`config.mk`:
```
export PLATFORM = sky130hd
export DESIGN_NAME = sram_sample_streamer_flat
export DESIGN_NICKNAME = d
export VERILOG_FILES = /design/src/rtl/sram_sample_streamer_if.sv /design/src/rtl/sram_sample_streamer.sv /design/src/flat_wrapper.sv
export SDC_FILE = /design/constraint.sdc
export NUM_CORES = 1
export LEC_CHECK = 0
export ABC_AREA = 1
export BUFFER_PORTS_ARGS = -buffer_cell sky130_fd_sc_hd__buf_4
export CORE_UTILIZATION = 55
export DETAILED_ROUTE_END_ITERATION = 12
export PLACE_DENSITY_LB_ADDON = 0.05
export SYNTH_ARGS = -nofsm -noshare
export SYNTH_HDL_FRONTEND = slang
export SYNTH_SLANG_ARGS = --single-unit
export TNS_END_PERCENT = 30
```
`constraint.sdc`:
```
create_clock -name Clk -period 2.65 [get_ports Clk]
set_input_delay 0 -clock Clk [delete_from_list [all_inputs] [get_ports Clk]]
set_output_delay 0 -clock Clk [all_outputs]
set_load 0.01 [all_outputs]
```
`src/rtl/sram_sample_streamer_if.sv`:
```
// sram_sample_streamer_if: asynchronous SRAM read port.
// Master drives address and active-low controls; slave returns data.
interface sram_sample_streamer_if;
    logic [15:0] SRAM_DQ;
    logic [19:0] SRAM_ADDR;
    logic        SRAM_CE_N;
    logic        SRAM_OE_N;
    logic        SRAM_WE_N;
    logic        SRAM_UB_N;
    logic        SRAM_LB_N;

    modport master (
        input  SRAM_DQ,
        output SRAM_ADDR,
        output SRAM_CE_N,
        output SRAM_OE_N,
        output SRAM_WE_N,
        output SRAM_UB_N,
        output SRAM_LB_N
    );

    modport slave (
        output SRAM_DQ,
        input  SRAM_ADDR,
        input  SRAM_CE_N,
        input  SRAM_OE_N,
        input  SRAM_WE_N,
        input  SRAM_UB_N,
        input  SRAM_LB_N
    );
endinterface

```
`src/rtl/sram_sample_streamer.sv`:
```
// sram_sample_streamer: fetches 16-bit PCM words from SRAM into a FIFO, pops one per tick.
// Optional macro STREAMER_LOOP_EN: wrap to address 0 after END_ADDR instead of draining.
module sram_sample_streamer #(
    parameter int          DIV        = 1042,
    parameter int          FIFO_DEPTH = 4,
    parameter logic [19:0] END_ADDR   = 20'hFFFFF
) (
    input  logic                   Clk,
    input  logic                   reset,
    input  logic                   start,
    input  logic                   stop,
    sram_sample_streamer_if.master sram,
    output logic [15:0]            sample_out,
    output logic                   sample_valid,
    output logic                   playing,
    output logic                   underrun
);

    localparam int AW    = $clog2(FIFO_DEPTH);
    localparam int CNT_W = AW + 1;
    localparam int CW    = (DIV > 1) ? $clog2(DIV) : 1;
    localparam logic [CNT_W-1:0] FULL_CNT  = CNT_W'(FIFO_DEPTH);
    localparam logic [CW-1:0]    TICK_LAST = CW'(DIV - 1);

    typedef enum logic [2:0] {
        IDLE,
        FETCH_A,
        FETCH_W,
        FETCH_L,
        DRAIN
    } state_t;

    state_t           r_state;
    state_t           w_next;
    logic [19:0]      r_addr;
    logic [CW-1:0]    r_cnt;
    logic [15:0]      r_mem [FIFO_DEPTH];
    logic [AW-1:0]    r_wr;
    logic [AW-1:0]    r_rd;
    logic [CNT_W-1:0] r_count;
    logic [15:0]      r_sample;
    logic             r_valid;
    logic             r_underrun;

    logic w_bus;
    logic w_full;
    logic w_empty;
    logic w_tick;
    logic w_start;
    logic w_push;
    logic w_pop;
    logic w_starve;
    logic w_last;

    assign w_full   = (r_count == FULL_CNT);
    assign w_empty  = (r_count == '0);
    assign w_tick   = (r_state != IDLE) && (r_cnt == TICK_LAST);
    assign w_start  = start && !stop && (r_state == IDLE);
    assign w_push   = !stop && (r_state == FETCH_L);
    assign w_pop    = !stop && w_tick && !w_empty;
    // An empty FIFO in DRAIN is the normal end of the clip, not a starve
    assign w_starve = !stop && w_tick && w_empty && (r_state != DRAIN);
    assign w_last   = (r_addr == END_ADDR);

    always_ff @(posedge Clk) begin
        if (reset) r_state <= IDLE;
        else       r_state <= w_next;
    end

    always_comb begin
        w_next = r_state;
        w_bus  = 1'b0;
        unique case (r_state)
            IDLE: begin
                if (w_start) w_next = FETCH_A;
            end
            FETCH_A: begin
                w_bus = !w_full;
                if (!w_full) w_next = FETCH_W;
            end
            FETCH_W: begin
                w_bus  = 1'b1;
                w_next = FETCH_L;
            end
            FETCH_L: begin
                w_bus = 1'b1;
`ifdef STREAMER_LOOP_EN
                w_next = FETCH_A;
`else
                w_next = w_last ? DRAIN : FETCH_A;
`endif
            end
            DRAIN: begin
                if (w_tick && w_empty) w_next = IDLE;
            end
            default: w_next = IDLE;
        endcase
        if (stop) w_next = IDLE;
    end

    always_ff @(posedge Clk) begin
        if (reset) begin
            r_addr <= '0;
        end else if (w_start) begin
            r_addr <= '0;
        end else if (w_push) begin
`ifdef STREAMER_LOOP_EN
            r_addr <= w_last ? '0 : r_addr + 20'd1;
`else
            r_addr <= w_last ? r_addr : r_addr + 20'd1;
`endif
        end
    end

    always_ff @(posedge Clk) begin
        if (reset || stop || r_state == IDLE) r_cnt <= '0;
        else if (w_tick)                      r_cnt <= '0;
        else                                  r_cnt <= r_cnt + 1'b1;
    end

    always_ff @(posedge Clk) begin
        if (!reset && w_push) r_mem[r_wr] <= sram.SRAM_DQ;
    end

    always_ff @(posedge Clk) begin
        if (reset || stop || w_start) begin
            r_wr    <= '0;
            r_rd    <= '0;
            r_count <= '0;
        end else begin
            if (w_push) r_wr <= r_wr + 1'b1;
            if (w_pop)  r_rd <= r_rd + 1'b1;
            if (w_push && !w_pop)      r_count <= r_count + 1'b1;
            else if (!w_push && w_pop) r_count <= r_count - 1'b1;
        end
    end

    always_ff @(posedge Clk) begin
        if (reset) begin
            r_sample   <= '0;
            r_valid    <= 1'b0;
            r_underrun <= 1'b0;
        end else begin
            r_valid <= w_pop;
            if (w_pop) r_sample <= r_mem[r_rd];
            if (w_start)       r_underrun <= 1'b0;
            else if (w_starve) r_underrun <= 1'b1;
        end
    end

    assign sram.SRAM_ADDR = r_addr;
    assign sram.SRAM_CE_N = !w_bus;
    assign sram.SRAM_OE_N = !w_bus;
    assign sram.SRAM_WE_N = 1'b1;
    assign sram.SRAM_UB_N = 1'b0;
    assign sram.SRAM_LB_N = 1'b0;

    assign sample_out   = r_sample;
    assign sample_valid = r_valid;
    assign playing      = (r_state != IDLE);
    assign underrun     = r_underrun;

endmodule

```
`src/flat_wrapper.sv`:
```
// flat-port wrapper written by rule: the top's interface ports become plain ports
module sram_sample_streamer_flat 
#(
    parameter int          DIV        = 1042,
    parameter int          FIFO_DEPTH = 4,
    parameter logic [19:0] END_ADDR   = 20'hFFFFF
)
  (Clk, reset, start, stop, sample_out, sample_valid, playing, underrun, sram_SRAM_DQ, sram_SRAM_ADDR, sram_SRAM_CE_N, sram_SRAM_OE_N, sram_SRAM_WE_N, sram_SRAM_UB_N, sram_SRAM_LB_N);
  sram_sample_streamer_if sram_i ();
  input  logic Clk;
  input  logic reset;
  input  logic start;
  input  logic stop;
  output logic [15:0] sample_out;
  output logic sample_valid;
  output logic playing;
  output logic underrun;
  input wire logic [$bits(sram_i.SRAM_DQ)-1:0] sram_SRAM_DQ;
  output wire logic [$bits(sram_i.SRAM_ADDR)-1:0] sram_SRAM_ADDR;
  output wire logic [$bits(sram_i.SRAM_CE_N)-1:0] sram_SRAM_CE_N;
  output wire logic [$bits(sram_i.SRAM_OE_N)-1:0] sram_SRAM_OE_N;
  output wire logic [$bits(sram_i.SRAM_WE_N)-1:0] sram_SRAM_WE_N;
  output wire logic [$bits(sram_i.SRAM_UB_N)-1:0] sram_SRAM_UB_N;
  output wire logic [$bits(sram_i.SRAM_LB_N)-1:0] sram_SRAM_LB_N;
  assign sram_i.SRAM_DQ = sram_SRAM_DQ;
  assign sram_SRAM_ADDR = sram_i.SRAM_ADDR;
  assign sram_SRAM_CE_N = sram_i.SRAM_CE_N;
  assign sram_SRAM_OE_N = sram_i.SRAM_OE_N;
  assign sram_SRAM_WE_N = sram_i.SRAM_WE_N;
  assign sram_SRAM_UB_N = sram_i.SRAM_UB_N;
  assign sram_SRAM_LB_N = sram_i.SRAM_LB_N;
  sram_sample_streamer #(.DIV(DIV), .FIFO_DEPTH(FIFO_DEPTH), .END_ADDR(END_ADDR)) u_core (.Clk(Clk), .reset(reset), .start(start), .stop(stop), .sram(sram_i), .sample_out(sample_out), .sample_valid(sample_valid), .playing(playing), .underrun(underrun));
endmodule
```
Yosys cells after proc, flatten, opt, wreduce, memory -nomap -nowiden
Memory sizes are Yosys's and may differ from the RTL's. A register that Yosys moved wholly into a read port is not among the register bits.
Index checks and enable logic that the tools add are counted.
- $add $sub $neg: 6
- equality and inequality tests: 11
- muxes and demuxes: 10
- bitwise operators: 1
- reduce and logical (&&, ||, !) cells: 32
- operator list (kind ; number):
    adder 20 x 1 -> 20 bit (second input constant) ; 1
    == test 20 bit (second input constant) ; 1
    two-way mux 3 bit ; 6
    one-hot mux 3 bit (5 select lines) ; 1
    logical AND 1 bit ; 12
    adder 11 x 1 -> 11 bit (second input constant) ; 1
    == test 11 bit (second input constant) ; 1
    OR reduction 2 bit ; 4
    logical NOT 1 bit ; 7
    == test 3 x 2 -> 1 bit (second input constant) ; 2
    == test 3 bit (second input constant) ; 2
    logical NOT 3 bit ; 2
    adder 2 x 1 -> 2 bit (second input constant) ; 2
    inequality test 2 x 1 -> 1 bit (second input constant) ; 2
    adder 3 x 1 -> 3 bit (second input constant) ; 1
    == test 3 x 1 -> 1 bit (second input constant) ; 1
    logical OR 1 bit ; 3
    inequality test 3 bit (second input constant) ; 1
    AND reduction 3 bit ; 1
    nonzero test 3 bit ; 1
    subtractor 3 x 1 -> 3 bit (second input constant) ; 1
    two-way mux 1 bit ; 2
    inequality test 2 bit (second input constant) ; 1
    one-hot mux 1 bit (2 select lines) ; 1
    other kinds (3) ; 3
- bits in registers: 43
- memory bits (writable): 64
- input bits: 20
- output and inout bits: 44
- word-level logic and storage cells: 69
- memories: 1
- memories (memory ; depth ; bits a word ; read ports ; clocked after Yosys merged registers in ; wr ports ; line ; RTL):
    u_core.r_mem ; 4 ; 16 ; 1 ; 1 ; 1 ; sram_sample_streamer.sv:37 ; logic [15:0] r_mem [FIFO_DEPTH];

Longest topological paths before layout
Gate-level depths: netlist of the first run.
- depth after elaboration: 7
- mapped depth: 15
- gate-level depth less buffers: 14

Worst setup path before layout of the first run
No wires, ideal clock.
- path kind: register to register
- start point: reg u_core.r_cnt[1]
- end point: reg u_core.r_count[2]
- library setup time: 0.115 ns
- data arrival time: 1.966 ns
- required time: 2.535 ns
- setup slack: 0.569 ns
- cell stages (with the launch flop): 16
- path buffers: 1
- cells stage by stage: dfxtp_1 -> inv_1 -> ha_1 -> nand2_1 -> inv_1 -> nand2_1 -> nor3_4 -> nand2_4 -> buf_6 -> ha_1 -> inv_1 -> fa_1 -> a21oi_1 -> o21ai_0 -> xor2_1 -> nor2_1
- cells in the longest elaborated chain, start to end: 7
- elaborated cells on any way between the ends: 9
- classes of those cells: eq/ne: 1; mux: 1; reduce/logical: 7
- ends and longest elaborated chain (what ; line ; RTL):
    start, declared ; sram_sample_streamer.sv:36 ; logic [CW-1:0] r_cnt;
    start signal, assigned ; sram_sample_streamer.sv:118 ; else r_cnt <= r_cnt + 1'b1;
    == test 11 bit * ; sram_sample_streamer.sv:57 ; assign w_tick = (r_state != IDLE) && (r_cnt == TICK_LAST);
    logical AND 1 bit * ; sram_sample_streamer.sv:57 ;
    logical AND 1 bit * (2 in a row) ; sram_sample_streamer.sv:60 ; assign w_pop = !stop && w_tick && !w_empty;
    logical NOT 1 bit ; sram_sample_streamer.sv:133 ; if (w_push && !w_pop) r_count <= r_count + 1'b1;
    logical AND 1 bit ; sram_sample_streamer.sv:133 ;
    two-way mux 3 bit or nonzero test 2 bit (tied branches) ; - ;
    end signal, assigned ; sram_sample_streamer.sv:133 ;
    end signal, assigned ; sram_sample_streamer.sv:134 ; else if (!w_push && w_pop) r_count <= r_count - 1'b1;
    end, declared ; sram_sample_streamer.sv:40 ; logic [CNT_W-1:0] r_count;
Every way passes the cells marked *; elsewhere a longest branch is shown, timed or not.
A chain may end at the register's enable or synchronous reset.

Worst setup path in the final report of the first run
Same ends and word-level chain as after synthesis.

==> results.rst, run 1 <==
.. list-table::
   :header-rows: 1

   * - Metric
     - Value
   * - Result of the run
     - completed
   * - Most common cell after layout, fill and taps aside
     - sky130_fd_sc_hd__nand2_1
   * - Final clock skew
     - 0.0134 ns
   * - CP Launch Point
     - u_core.r_cnt[1]
   * - Count of TritonRoute iterations in the first routing pass
     - 4
   * - Mean instance size in the synthesized netlist
     - 8.86 um^2
   * - Predominant post-synthesis flop cell
     - sky130_fd_sc_hd__edfxtp_1
   * - Instance count after placement with tap cells included
     - 800
   * - Startpoint types
     - flop
   * - Net switching power of the design
     - between 0.9 and 1 mW
   * - Element type at the critical path end
     - flop
   * - Internal power
     - between 3 and 4 mW
   * - Clock network fraction of total power
     - 0.527
   * - Total wirelength of the detailed-routed design
     - 11700 um
   * - DRC violation count after routing
     - 0
   * - Post-synth top area share
     - 0.350
   * - Final Core Density
     - 0.701
   * - CTS tree
     - yes
   * - Global-route wire length before repair
     - 18900 um
   * - Measured slew at the worst slew-check pin
     - 0.814 ns
   * - Register area share after synthesis
     - 0.565
   * - Wire length on met1
     - 5360 um
   * - Initial antenna violation count
     - 0
   * - Synth async-reset ratio
     - 0
   * - Slew HR
     - 0.455
   * - Max layer used
     - met4
   * - Sw frac
     - 0.204
   * - Number of max-capacitance violations reported
     - 0
   * - Setup violators final
     - 0
   * - Worst min-delay path class
     - in2reg
   * - Setup tns final
     - 0 ns
   * - RR Startpoint
     - u_core.r_cnt[1]
   * - CTS clock-pin slew for the worst setup and hold paths
     - ~0.06 ns
   * - Destination of the critical timing path
     - u_core.r_count[2]
   * - Dominant cells by area after synthesis
     - sky130_fd_sc_hd__edfxtp_1, sky130_fd_sc_hd__dfxtp_1, sky130_fd_sc_hd__nand2_1, sky130_fd_sc_hd__nor2_1, sky130_fd_sc_hd__inv_1
   * - Synthesis-stage register bit count
     - 123
   * - Floorplan die height
     - 102 um
   * - Final non-filler cell total
     - about 850
   * - Mapped cell area
     - 5490 um^2
   * - Share of cell area taken by muxes after synthesis
     - 0
   * - Simple-gate share of the synthesized area
     - 0.204
   * - Worst skew pair latency
     - 0.52 ns
   * - Number of port buffers
     - 60
   * - Dominant combinational cell family by area after synthesis
     - simple AND/OR/NAND/NOR gates
   * - Worst R2R Path Depth
     - 14
   * - RR Endpoint
     - u_core.r_count[2]
   * - Number of nets with antenna violations after routing
     - 0
   * - Kind of critical path
     - reg2reg
   * - CP Data Required Time
     - 3.05 ns
   * - Sum of net half-perimeters after detailed placement
     - 7240 um
   * - Final global-route overflow total
     - 0
   * - Via-per-instance ratio
     - slightly above 5
   * - Die W
     - about 100 um
   * - Final GP Congestion
     - 0.918
   * - Relative area change from synthesis to final layout
     - 24.1%
   * - Maximum clock rate
     - 460 MHz
   * - Unrepaired setup endpoints after global routing
     - no
   * - Ratio of cells with drive above 1 in the final layout
     - 0.157
   * - Arrival @ worst endpoint
     - 2.57 ns
   * - Number of enable flip-flop cells after synthesis
     - 64
   * - Buffer depth of the longest clock path
     - 2
   * - Yosys warnings
     - 0
   * - Power per cell area
     - 652 nW/um^2
   * - Shortest clock period the worst path allows after layout
     - ~2.2 ns
   * - Fraction of power consumed by sequential logic
     - 0.451
   * - Standard cell core area
     - 9730 um^2
   * - Clock root buffer
     - sky130_fd_sc_hd__clkbuf_8
   * - Maximum vdd drop
     - 0.493 mV
   * - Setup slack on the worst flop-to-flop path
     - between 0.4 and 0.5 ns
   * - Routed vias
     - ~4400
   * - Post-synthesis compound-gate area fraction
     - 0.103
   * - CTS sink cnt
     - 123
   * - DRC violation total after the first TritonRoute iteration
     - 148
   * - Met3 wire length
     - 453 um
   * - Length of routed met2 wiring
     - 5740 um
   * - Number of H-tree levels
     - 4
   * - Post-synthesis share of cell area spent on xor and xnor gates
     - 0.0223
   * - Unique masters post-synth
     - 41
   * - Leading cell types in the layout, fill and taps excluded
     - sky130_fd_sc_hd__nand2_1, sky130_fd_sc_hd__nor2_1, sky130_fd_sc_hd__inv_1, sky130_fd_sc_hd__buf_4, sky130_fd_sc_hd__edfxtp_1
   * - Number of inserted diodes
     - 0
   * - Hold Vio Cnt, Final
     - 0
   * - Net count reported at finish
     - approximately 730
   * - CP max FO
     - 3
   * - Instance count of the mapped netlist
     - 620
   * - I/O pin count
     - between 60 and 70
   * - Worst hold margin
     - around 0.22 ns
   * - Vias in the first global route
     - 4030
   * - Floorplan row count
     - 36
   * - Adder-cell area share of the yosys netlist
     - 0.0219
   * - LEAKAGE
     - 2.66 nW
   * - Wire length per cell
     - 13.8 um
   * - Total track usage
     - 0.242
   * - Clock buffers created by TritonCTS
     - 17
   * - Overall power of the completed layout
     - 4.45 mW
   * - Share of power burned in combinational logic
     - 0.022
   * - Period Utilization, post-route
     - 0.820
   * - Max-slew violation total from the final report
     - 0
   * - Maximum number of pins on one net before global-route repair
     - 35
   * - Die area
     - 10400 um^2
   * - Initial Utilization
     - 0.564
   * - Cell taking the most area after synthesis
     - sky130_fd_sc_hd__edfxtp_1
logic make-up (layout without fill, tap and decap cells):
group | Yosys count | in the layout
AO/OA/AOI/OAI | 107 | 107
AND/OR/NAND/NOR | 264 | 264
adder cells (fa/ha/maj) | 9 | 9
other | 2 | 3
XOR/XNOR | 14 | 14
buffers and inverters | 101 | 198
flip-flops | 123 | 123
critical path, stage by stage, from the launching register on:
cell                      delay [ns]
sky130_fd_sc_hd__dfxtp_1        0.36
sky130_fd_sc_hd__inv_1          0.06
sky130_fd_sc_hd__ha_1           0.17
sky130_fd_sc_hd__nand2_1        0.06
sky130_fd_sc_hd__inv_1          0.04
sky130_fd_sc_hd__nand2_1        0.14
sky130_fd_sc_hd__nor3_4         0.08
sky130_fd_sc_hd__nand2_4        0.06
sky130_fd_sc_hd__ha_1           0.13
sky130_fd_sc_hd__inv_1          0.07
sky130_fd_sc_hd__fa_1           0.38
sky130_fd_sc_hd__a21oi_1        0.15
sky130_fd_sc_hd__o21ai_0        0.12
sky130_fd_sc_hd__xor2_1         0.18
sky130_fd_sc_hd__nor2_1         0.06
power by group through the flow:
stage                     combinational [mW]  sequential, mW  clock, mW
after floorplan                       0.0373            2.04          0
after global placement                0.0746            2.04          0
after detailed placement              0.0768            2.04          0
after CTS                             0.0997            2.00       2.37
after global routing                   0.110            2.00       2.46
final                                 0.0995            2.00       2.34
worst min path at each step:
stage | startpoint | to | slack [ns] | cells after the start
floorplan | reset | u_core.sample_valid | 0.07 | 1
global placement | sram_SRAM_DQ[9] | u_core.r_mem[1][9] | 0.20 | 1
detailed placement | sram_SRAM_DQ[5] | u_core.r_mem[2][5] | 0.20 | 1
CTS | sram_SRAM_DQ[12] | u_core.r_mem[0][12] | 0.20 | 2
global route | sram_SRAM_DQ[12] | u_core.r_mem[0][12] | 0.21 | 2
finish | sram_SRAM_DQ[11] | u_core.r_mem[1][11] | 0.22 | 2
layer usage:
metal | track usage | up-vias
li1 | - | 2188
met1 | 0.307 | 2064
met2 | 0.394 | 98
met3 | 0.0657 | 14
met4 | 0.100 | 0
met5 | 0 | -
cell usage after synthesis (2+ instances only):
master and number:
sky130_fd_sc_hd__nand2_1 113, sky130_fd_sc_hd__nor2_1 102, sky130_fd_sc_hd__inv_1 76, sky130_fd_sc_hd__edfxtp_1 64
sky130_fd_sc_hd__dfxtp_1 59, sky130_fd_sc_hd__o21ai_0 49, sky130_fd_sc_hd__a21oi_1 28, sky130_fd_sc_hd__o22ai_1 16
sky130_fd_sc_hd__nand3_1 15, sky130_fd_sc_hd__nor3_1 13, sky130_fd_sc_hd__o21ai_1 9, sky130_fd_sc_hd__xor2_1 9
sky130_fd_sc_hd__clkbuf_1 8, sky130_fd_sc_hd__ha_1 8, sky130_fd_sc_hd__buf_6 7, sky130_fd_sc_hd__xnor2_1 5
sky130_fd_sc_hd__buf_4 4, sky130_fd_sc_hd__nand2_4 3, sky130_fd_sc_hd__nor2_2 3, sky130_fd_sc_hd__nor3b_1 3
sky130_fd_sc_hd__a31oi_1 2, sky130_fd_sc_hd__conb_1 2, sky130_fd_sc_hd__inv_2 2, sky130_fd_sc_hd__nand3b_1 2
sky130_fd_sc_hd__nand4_1 2
final cells by class:
cell class	count	area, um^2
Multi-Input combinational cell	397	1940
Clock inverter	13	165
Inverter	79	299
Fill cell	773	2910
Sequential cell	123	3100
Clock buffer	19	442
Tap cell	133	166
Timing Repair Buffer	87	701
registers in the layout (all words and copies together) (netlist names):
signal	count
u_core.r_mem	64
u_core.sram.SRAM_ADDR	20
u_core.sample_valid	1
u_core.r_count	3
u_core.r_cnt	11
u_core.r_state	3
u_core.underrun	1
u_core.r_wr	2
u_core.r_rd	2
u_core.sample_out	16
through the flow:
stage / area (um^2) / setup WS, ns
finish: 6820 / 0.477
global route: 6820 / 0.318
CTS: 6820 / 0.489
detailed placement: 6020 / 0.536
global placement: 6020 / 0.660
floorplan: 5500 / 0.569
timing repair:
item                      CTS  global route
buffers inserted            0             0
hold endpoints to repair   77             0
gates resized for setup     0             0
hold buffers               19             0
(Power assumes the default switching activity.)
==> run 2, diff against run 1 <==
ABC_AREA = 0   (was 1)
clock period = 2.13 ns   (was 2.65 ns; I/O delays follow)
==> results.rst, run 2 <==
.. list-table::
   :header-rows: 1

   * - Metric
     - Value
   * - Power per cell area
     - 812 nW/um^2 (+24%)
   * - Number of H-tree levels
     - 4 (unchanged)
   * - Shortest clock period the worst path allows after layout
     - 2.20 ns (+0.0296 ns)
   * - Leading cell types in the layout, fill and taps excluded
     - sky130_fd_sc_hd__buf_4, sky130_fd_sc_hd__edfxtp_1, sky130_fd_sc_hd__nor2_1, sky130_fd_sc_hd__dfxtp_1, sky130_fd_sc_hd__xnor2_1
   * - Maximum number of pins on one net before global-route repair
     - 23 (-34%)
   * - Largest register FFs
     - 64 (unchanged)
   * - Hold Vio Cnt, Final
     - 0 (unchanged)
   * - Maximum vdd drop
     - 0.540 mV (+9.6%)
   * - CTS sink cnt
     - 123 (unchanged)
   * - Routed vias
     - 3346 (-23%)
   * - Final non-filler cell total
     - 626 (-26%)
   * - CP Data Required Time
     - 2.53 ns (-0.52 ns)
   * - Result of the run
     - finished, violations left
   * - Count of TritonRoute iterations in the first routing pass
     - 6 (+2)
   * - Predominant post-synthesis flop cell
     - sky130_fd_sc_hd__edfxtp_1
   * - Final clock skew
     - 0.0126 ns (-0.000754 ns)
   * - Failing checks
     - setup timing
   * - DRC violation count after routing
     - 0 (unchanged)
   * - Die W
     - 98.4 um (-3.5%)
   * - Yosys warnings
     - 0 (unchanged)
   * - I/O pin count
     - 64 (unchanged)
   * - Final GP Congestion
     - 0.796 (-13%)
   * - Total of fill cells in the finished design
     - 581 (-25%)
   * - CP max FO
     - 2 (-1)
   * - Worst path slowest cell
     - sky130_fd_sc_hd__or3_4
   * - Worst min-delay path class
     - in2reg
   * - Instance count of the mapped netlist
     - 394 (-36%)
   * - Ratio of cells with drive above 1 in the final layout
     - 0.313 (+0.155)
   * - Startpoint types
     - flop
   * - CP peak stage delay
     - 0.43 ns (+0.05 ns)
   * - Initial antenna violation count
     - 0 (unchanged)
   * - Final global-route overflow total
     - 0 (unchanged)
   * - Unrepaired setup endpoints after global routing
     - yes
   * - Relative area change from synthesis to final layout
     - 30.4%
   * - Net count reported at finish
     - 534 (-27%)
   * - Instance count after placement with tap cells included
     - 573 (-28%)
   * - Wire length per cell
     - 15.8 um (+15%)
   * - Number of enable flip-flop cells after synthesis
     - 64 (unchanged)
   * - Setup tns final
     - -0.114 ns (-0.114 ns)
   * - Number of nets with antenna violations after routing
     - 0 (unchanged)
   * - Mean instance size in the synthesized netlist
     - 13.0 um^2 (+46%)
   * - Dominant cells by area after synthesis
     - sky130_fd_sc_hd__edfxtp_1, sky130_fd_sc_hd__dfxtp_1, sky130_fd_sc_hd__mux4_2, sky130_fd_sc_hd__nor2_1, sky130_fd_sc_hd__xnor2_1
   * - Register containing the most flip-flops in the final layout
     - u_core.r_mem
   * - Die area
     - 9680 um^2 (-6.9%)
   * - Period Utilization, post-route
     - 1.03 (+0.214)
   * - Maximum clock rate
     - 454 MHz (-1.3%)
   * - Measured slew at the worst slew-check pin
     - 0.630 ns (-0.184 ns)
   * - Cell-by-cell listing of the critical path
     - nor4b_4 -> nand4b_1 -> or3_4 -> ha_4 -> inv_2 -> fa_2 -> mux2i_1 -> nor2_1
   * - Synth async-reset ratio
     - 0 (unchanged)
   * - Sum of net half-perimeters after detailed placement
     - 6270 um (-13%)
   * - Total track usage
     - 0.221 (-0.0214)
   * - Final Core Density
     - 0.753 (+0.0521)
   * - Global-route wire length before repair
     - 16100 um (-14%)
   * - Register area share after synthesis
     - 0.608 (+0.0425)
   * - Element type at the critical path end
     - flop
   * - Synthesis-stage register bit count
     - 123 (unchanged)
   * - CTS tree
     - yes
   * - Setup violators final
     - 2 (+2)
   * - Buffer depth of the longest clock path
     - 2 (unchanged)
   * - Number of port buffers
     - 60 (unchanged)
   * - Post-synth top area share
     - 0.376 (+0.0263)
   * - Number of max-capacitance violations reported
     - 0 (unchanged)
   * - LEAKAGE
     - 2.53 nW (-5.1%)
   * - Unique masters post-synth
     - 49 (+20%)
   * - Arrival @ worst endpoint
     - 2.60 ns (+0.03 ns)
   * - Via-per-instance ratio
     - 5.35 (+4.2%)
   * - Clock root buffer
     - sky130_fd_sc_hd__clkbuf_8
   * - Vias in the first global route
     - 3367 (-16%)
   * - Total wirelength of the detailed-routed design
     - 9890 um (-16%)
   * - Count leader, synth
     - sky130_fd_sc_hd__edfxtp_1
   * - Most common cell after layout, fill and taps aside
     - sky130_fd_sc_hd__buf_4
   * - Worst skew pair latency
     - 0.51 ns (about the same)
   * - CTS clock-pin slew for the worst setup and hold paths
     - 0.06 ns (about the same)
   * - Standard cell core area
     - 8850 um^2 (-9.1%)
   * - Slew HR
     - 0.577 (+0.122)
   * - DRC violation total after the first TritonRoute iteration
     - 99 (-33%)
   * - Clock buffers created by TritonCTS
     - 17 (unchanged)
   * - Mapped cell area
     - 5110 um^2 (-7.0%)
   * - Worst setup slack before clock tree synthesis
     - -0.0983 ns (-0.635 ns)
   * - Initial Utilization
     - 0.577 (+0.0128)
   * - Slack of the critical path
     - -0.0728 ns (-0.550 ns)
   * - Synth top cells by count
     - sky130_fd_sc_hd__edfxtp_1, sky130_fd_sc_hd__nor2_1, sky130_fd_sc_hd__dfxtp_1
   * - Cell taking the most area after synthesis
     - sky130_fd_sc_hd__edfxtp_1
   * - Floorplan row count
     - 34 (-5.6%)
   * - Number of inserted diodes
     - 0 (unchanged)
   * - Max-slew violation total from the final report
     - 0 (unchanged)
   * - Kind of critical path
     - reg2reg
   * - Overall power of the completed layout
     - 5.41 mW (+22%)
   * - Floorplan die height
     - 98.4 um (-3.5%)
run 2: changes by cell type after synthesis, moves of 15 or more:
cell                      before  now
sky130_fd_sc_hd__nor2_1      102   62
sky130_fd_sc_hd__mux4_2        0   16
sky130_fd_sc_hd__nand2_1     113   16
sky130_fd_sc_hd__o22ai_1      16    1
sky130_fd_sc_hd__mux2i_1       0   19
sky130_fd_sc_hd__a21oi_1      28   11
sky130_fd_sc_hd__o21ai_0      49    1
sky130_fd_sc_hd__inv_1        76    8
sky130_fd_sc_hd__xnor2_1       5   22
run 2: cell families after synthesis:
| logic type | after synthesis | synth area share |
|---|---|---|
| XOR/XNOR | 31 | 0.0546 |
| flip-flops | 123 | 0.608 |
| adder cells (fa/ha/maj) | 9 | 0.0235 |
| AND/OR/NAND/NOR | 140 | 0.141 |
| other | 2 | 0.00147 |
| buffers and inverters | 31 | 0.0326 |
| multiplexers | 35 | 0.108 |
| AO/OA/AOI/OAI | 23 | 0.0316 |
run 2: stage by stage:
| stage | area [um^2] | hold WS [ns] |
|---|---|---|
| 6_report | 6660 | 0.0478 |
| 5_1_grt | 6660 | 0.0374 |
| 4_1_cts | 6650 | 0.0306 |
| 3_5_place_dp | 5850 | 0.202 |
| 3_3_place_gp | 5850 | 0.200 |
| 2_1_floorplan | 5140 | 0.0989 |
run 2: worst max-delay path, delay by kind of cell (launching register included):
kind	cells	cell delay, ns
adders and majority gates	2	0.59
buffers and inverters	1	0.05
DFF	1	0.33
muxes	1	0.13
and+or+nand+nor	4	0.99
run 2: final timing paths:
kind                        start                 to  slack [ns]  depth (start not counted)
setup reg to reg  u_core.r_cnt[2]  u_core.r_count[1]       -0.07                          8
hold reg to reg   u_core.underrun    u_core.underrun        0.49                          2
hold / removal               stop  u_core.r_count[0]        0.05                          5
setup / recovery  u_core.r_cnt[2]  u_core.r_count[1]       -0.07                          8
run 2: report_power, final:
group | switching, mW | internal (mW) | total, mW
combinational | 0.0642 | 0.0658 | 0.130
sequential | 0.00112 | 2.49 | 2.49
clock | 1.05 | 1.74 | 2.78
run 2: layout make-up:
class / count / area (um^2) / share of cell area
multi-input cells: 241 / 1880 / 0.282
repair buffers: 114 / 931 / 0.140
well taps: 108 / 135 / 0.0203
clock inverters: 12 / 136 / 0.0205
flip-flops and latches: 123 / 3110 / 0.466
clock buffers: 20 / 445 / 0.0669
inverters: 8 / 30.0 / 0.00451
run 2: per-layer routing:
| layer | global-route usage | share of wire |
|---|---|---|
| met5 | 0 | 0 |
| met2 | 0.361 | 0.50 |
| met4 | 0.0700 | 0.0070 |
| met1 | 0.284 | 0.46 |
| met3 | 0.0673 | 0.031 |
run 2: repair_timing:
| item | in CTS | in global routing |
|---|---|---|
| setup endpoints to repair | 2 | 2 |
| hold endpoints to repair | 92 | 0 |
| hold buffers | 20 | 0 |
| buffers inserted | 1 | 0 |
| resized for setup | 3 | 3 |
| pin swaps | 7 | 7 |
==> run 3, diff against run 2 <==
CORE_UTILIZATION = 57   (was 55)
==> results.rst, run 3 (synthesized netlist as in run 2, its figures left out) <==
.. list-table::
   :header-rows: 1

   * - Metric
     - Value
   * - Cell-by-cell listing of the critical path
     - nor4_4 -> nand4b_1 -> or3_4 -> ha_4 -> inv_2 -> fa_2 -> mux2i_1 -> nor2_1
   * - Number of port buffers
     - 60 (unchanged)
   * - Worst min-delay path class
     - in2reg
   * - Standard cell core area
     - 8680 um^2 (-1.9%)
   * - Shortest clock period the worst path allows after layout
     - 2.21 ns (+0.00401 ns)
   * - Routed vias
     - 3386 (+1.2%)
   * - Setup violators final
     - 2 (unchanged)
   * - CTS tree
     - yes
   * - Destination of the critical timing path
     - u_core.r_count[1]
   * - Most common cell after layout, fill and taps aside
     - sky130_fd_sc_hd__buf_4
   * - Period Utilization, post-route
     - 1.04 (+0.00188)
   * - DRC violation total after the first TritonRoute iteration
     - 102 (+3.0%)
   * - Worst path slowest cell
     - sky130_fd_sc_hd__fa_2
   * - Relative area change from synthesis to final layout
     - 30.5% (about the same)
   * - Via-per-instance ratio
     - 5.43 (+1.7%)
   * - Wire length per cell
     - 16.3 um (+3.1%)
   * - Hold Vio Cnt, Final
     - 0 (unchanged)
   * - Unrepaired setup endpoints after global routing
     - yes
   * - Multi-input gate area
     - 1880 um^2 (unchanged)
   * - Slack of the critical path
     - -0.0768 ns (-0.00401 ns)
   * - Number of buffers added for setup after CTS
     - 0 (-1)
   * - Final GP Congestion
     - 0.773 (-2.9%)
   * - CP max FO
     - 2 (unchanged)
   * - Clock root buffer
     - sky130_fd_sc_hd__clkbuf_8
   * - Final global-route overflow total
     - 0 (unchanged)
   * - Net count reported at finish
     - 531 (-0.56%)
   * - RR Endpoint
     - u_core.r_count[1]
   * - Largest delay share family, worst path
     - simple AND/OR/NAND/NOR gates
   * - Startpoint types
     - flop
   * - CP Launch Point
     - u_core.r_cnt[8]
   * - Kind of critical path
     - reg2reg
   * - Clock buffers created by TritonCTS
     - 17 (unchanged)
   * - Setup slack on the worst flop-to-flop path
     - -0.08 ns (about the same)
   * - Length of routed met2 wiring
     - 5140 um (+4.3%)
   * - DRC violation count after routing
     - 0 (unchanged)
   * - RR Startpoint
     - u_core.r_cnt[8]
   * - Wire length on met1
     - 4450 um (-3.0%)
   * - Max layer used
     - met4
   * - Arrival @ worst endpoint
     - 2.60 ns (about the same)
   * - Failing checks
     - setup timing
   * - Measured slew at the worst slew-check pin
     - 0.614 ns (-0.0162 ns)
   * - Number of inserted diodes
     - 0 (unchanged)
   * - Maximum vdd drop
     - 0.602 mV (+11%)
   * - Instance count after placement with tap cells included
     - 571 (-0.35%)
   * - CTS clock-pin slew for the worst setup and hold paths
     - 0.06 ns (about the same)
   * - CP peak stage delay
     - 0.42 ns (about the same)
   * - CP Data Required Time
     - 2.53 ns (about the same)
   * - Initial antenna violation count
     - 0 (unchanged)
   * - LEAKAGE
     - 2.52 nW (about the same)
   * - Slew HR
     - 0.588 (+0.0109)
   * - Sum of net half-perimeters after detailed placement
     - 6270 um (about the same)
   * - Final clock skew
     - 0.00871 ns (-0.00394 ns)
   * - Total of fill cells in the finished design
     - 589 (+1.4%)
   * - I/O pin count
     - 64 (unchanged)
   * - Max-slew violation total from the final report
     - 0 (unchanged)
   * - Ratio of cells with drive above 1 in the final layout
     - 0.307 (-0.00595)
   * - Largest register FFs
     - 64 (unchanged)
   * - Total track usage
     - 0.231 (+0.0100)
   * - Floorplan die height
     - 96.7 um (-1.7%)
   * - Overall power of the completed layout
     - 5.51 mW (+1.9%)
   * - Maximum number of pins on one net before global-route repair
     - 23 (unchanged)
   * - Number of max-capacitance violations reported
     - 0 (unchanged)
   * - Global-route wire length before repair
     - 16700 um (+3.6%)
   * - Maximum clock rate
     - 453 MHz (-0.18%)
   * - Register containing the most flip-flops in the final layout
     - u_core.r_mem
   * - Setup tns final
     - -0.103 ns (+0.0109 ns)
   * - Met3 wire length
     - 324 um (+6.2%)
   * - Final non-filler cell total
     - 623 (-0.48%)
   * - Critical path depth in cells
     - 8 (unchanged)
   * - CTS sink cnt
     - 123 (unchanged)
   * - Leading cell types in the layout, fill and taps excluded
     - sky130_fd_sc_hd__buf_4, sky130_fd_sc_hd__edfxtp_1, sky130_fd_sc_hd__nor2_1, sky130_fd_sc_hd__dfxtp_1, sky130_fd_sc_hd__xnor2_1
   * - Number of H-tree levels
     - 4 (unchanged)
   * - Floorplan row count
     - 34 (unchanged)
   * - Element type at the critical path end
     - flop
   * - Area of all sequential standard cells
     - 3100 um^2 (about the same)
   * - Die area
     - 9340 um^2 (-3.4%)
   * - Buffer depth of the longest clock path
     - 2 (unchanged)
   * - Count of TritonRoute iterations in the first routing pass
     - 4 (-2)
   * - Worst R2R Path Depth
     - 8 (unchanged)
   * - Initial Utilization
     - 0.589 (+0.0113)
   * - Number of nets with antenna violations after routing
     - 0 (unchanged)
   * - Vias in the first global route
     - 3550 (+5.4%)
   * - Buffers and inverters on the worst path
     - 1 (unchanged)
   * - Worst skew pair latency
     - 0.51 ns (about the same)
   * - Worst setup slack before clock tree synthesis
     - -0.125 ns (-0.0267 ns)
   * - Die W
     - 96.7 um (-1.7%)
   * - Total wirelength of the detailed-routed design
     - 10100 um (+2.6%)
   * - Power per cell area
     - 826 nW/um^2 (+1.8%)
   * - Result of the run
     - finished, violations left
[run 3: changes by cell type in the layout (fill, tap and decap cells not counted), sizes merged]
cell      previous run  this run
buf                 94        91
clkbuf              20        17
inv                 12        15
bufinv               2         3
clkinvlp             3         2
[run 3: cell type report]
type,count,area share
clock inverters,15,0.0278
clock buffers,17,0.0621
well taps,108,0.0203
repair buffers,111,0.138
multi-input cells,241,0.281
flip-flops and latches,123,0.466
inverters,8,0.00451
[run 3: how the worst min path moves through the flow]
| stage | startpoint | end | slack [ns] | cells past startpoint |
|---|---|---|---|---|
| after floorplan | sram_SRAM_DQ[0] | u_core.r_mem[0][0] | 0.1 | 0 |
| after global routing | stop | u_core.r_count[0] | 0.06 | 5 |
| after CTS | stop | u_core.r_count[0] | 0.05 | 5 |
| after detailed placement | sram_SRAM_DQ[1] | u_core.r_mem[0][1] | 0.20 | 1 |
| final | stop | u_core.r_count[0] | 0.06 | 5 |
| after global placement | sram_SRAM_DQ[0] | u_core.r_mem[2][0] | 0.20 | 1 |
[run 3: repair_timing]
action	in CTS	in global routing
setup endpoints to repair	2	2
pin swaps	7	0
hold endpoints to repair	96	0
gates resized for setup	4	0
hold buffers	20	0
[run 3: power breakdown]
group          internal, mW  total, mW  switching [mW]
Clock                  1.80       2.89            1.08
Sequential             2.49       2.49         0.00102
Combinational        0.0659      0.131          0.0647
[run 3: tightest hold or removal path, cell delays in order]
cell	delay [ns]
sky130_fd_sc_hd__buf_4	0.10
sky130_fd_sc_hd__or3_4	0.13
sky130_fd_sc_hd__ha_4	0.15
sky130_fd_sc_hd__xor2_1	0.06
sky130_fd_sc_hd__nor2_1	0.09
[run 3: stage by stage]
stage	instance area, um^2	util	hold slack [ns]
after detailed placement	5850	0.674	0.203
after floorplan	5140	-	0.0989
after global placement	5850	0.674	0.200
after global routing	6670	0.768	0.0622
after CTS	6670	0.768	0.0458
final	6670	0.768	0.0623
[run 3: metal layers]
metal	up-vias	global-route usage
li1	1634	-
met4	0	0.0999
met2	74	0.386
met1	1659	0.285
met5	-	0
met3	19	0.0578
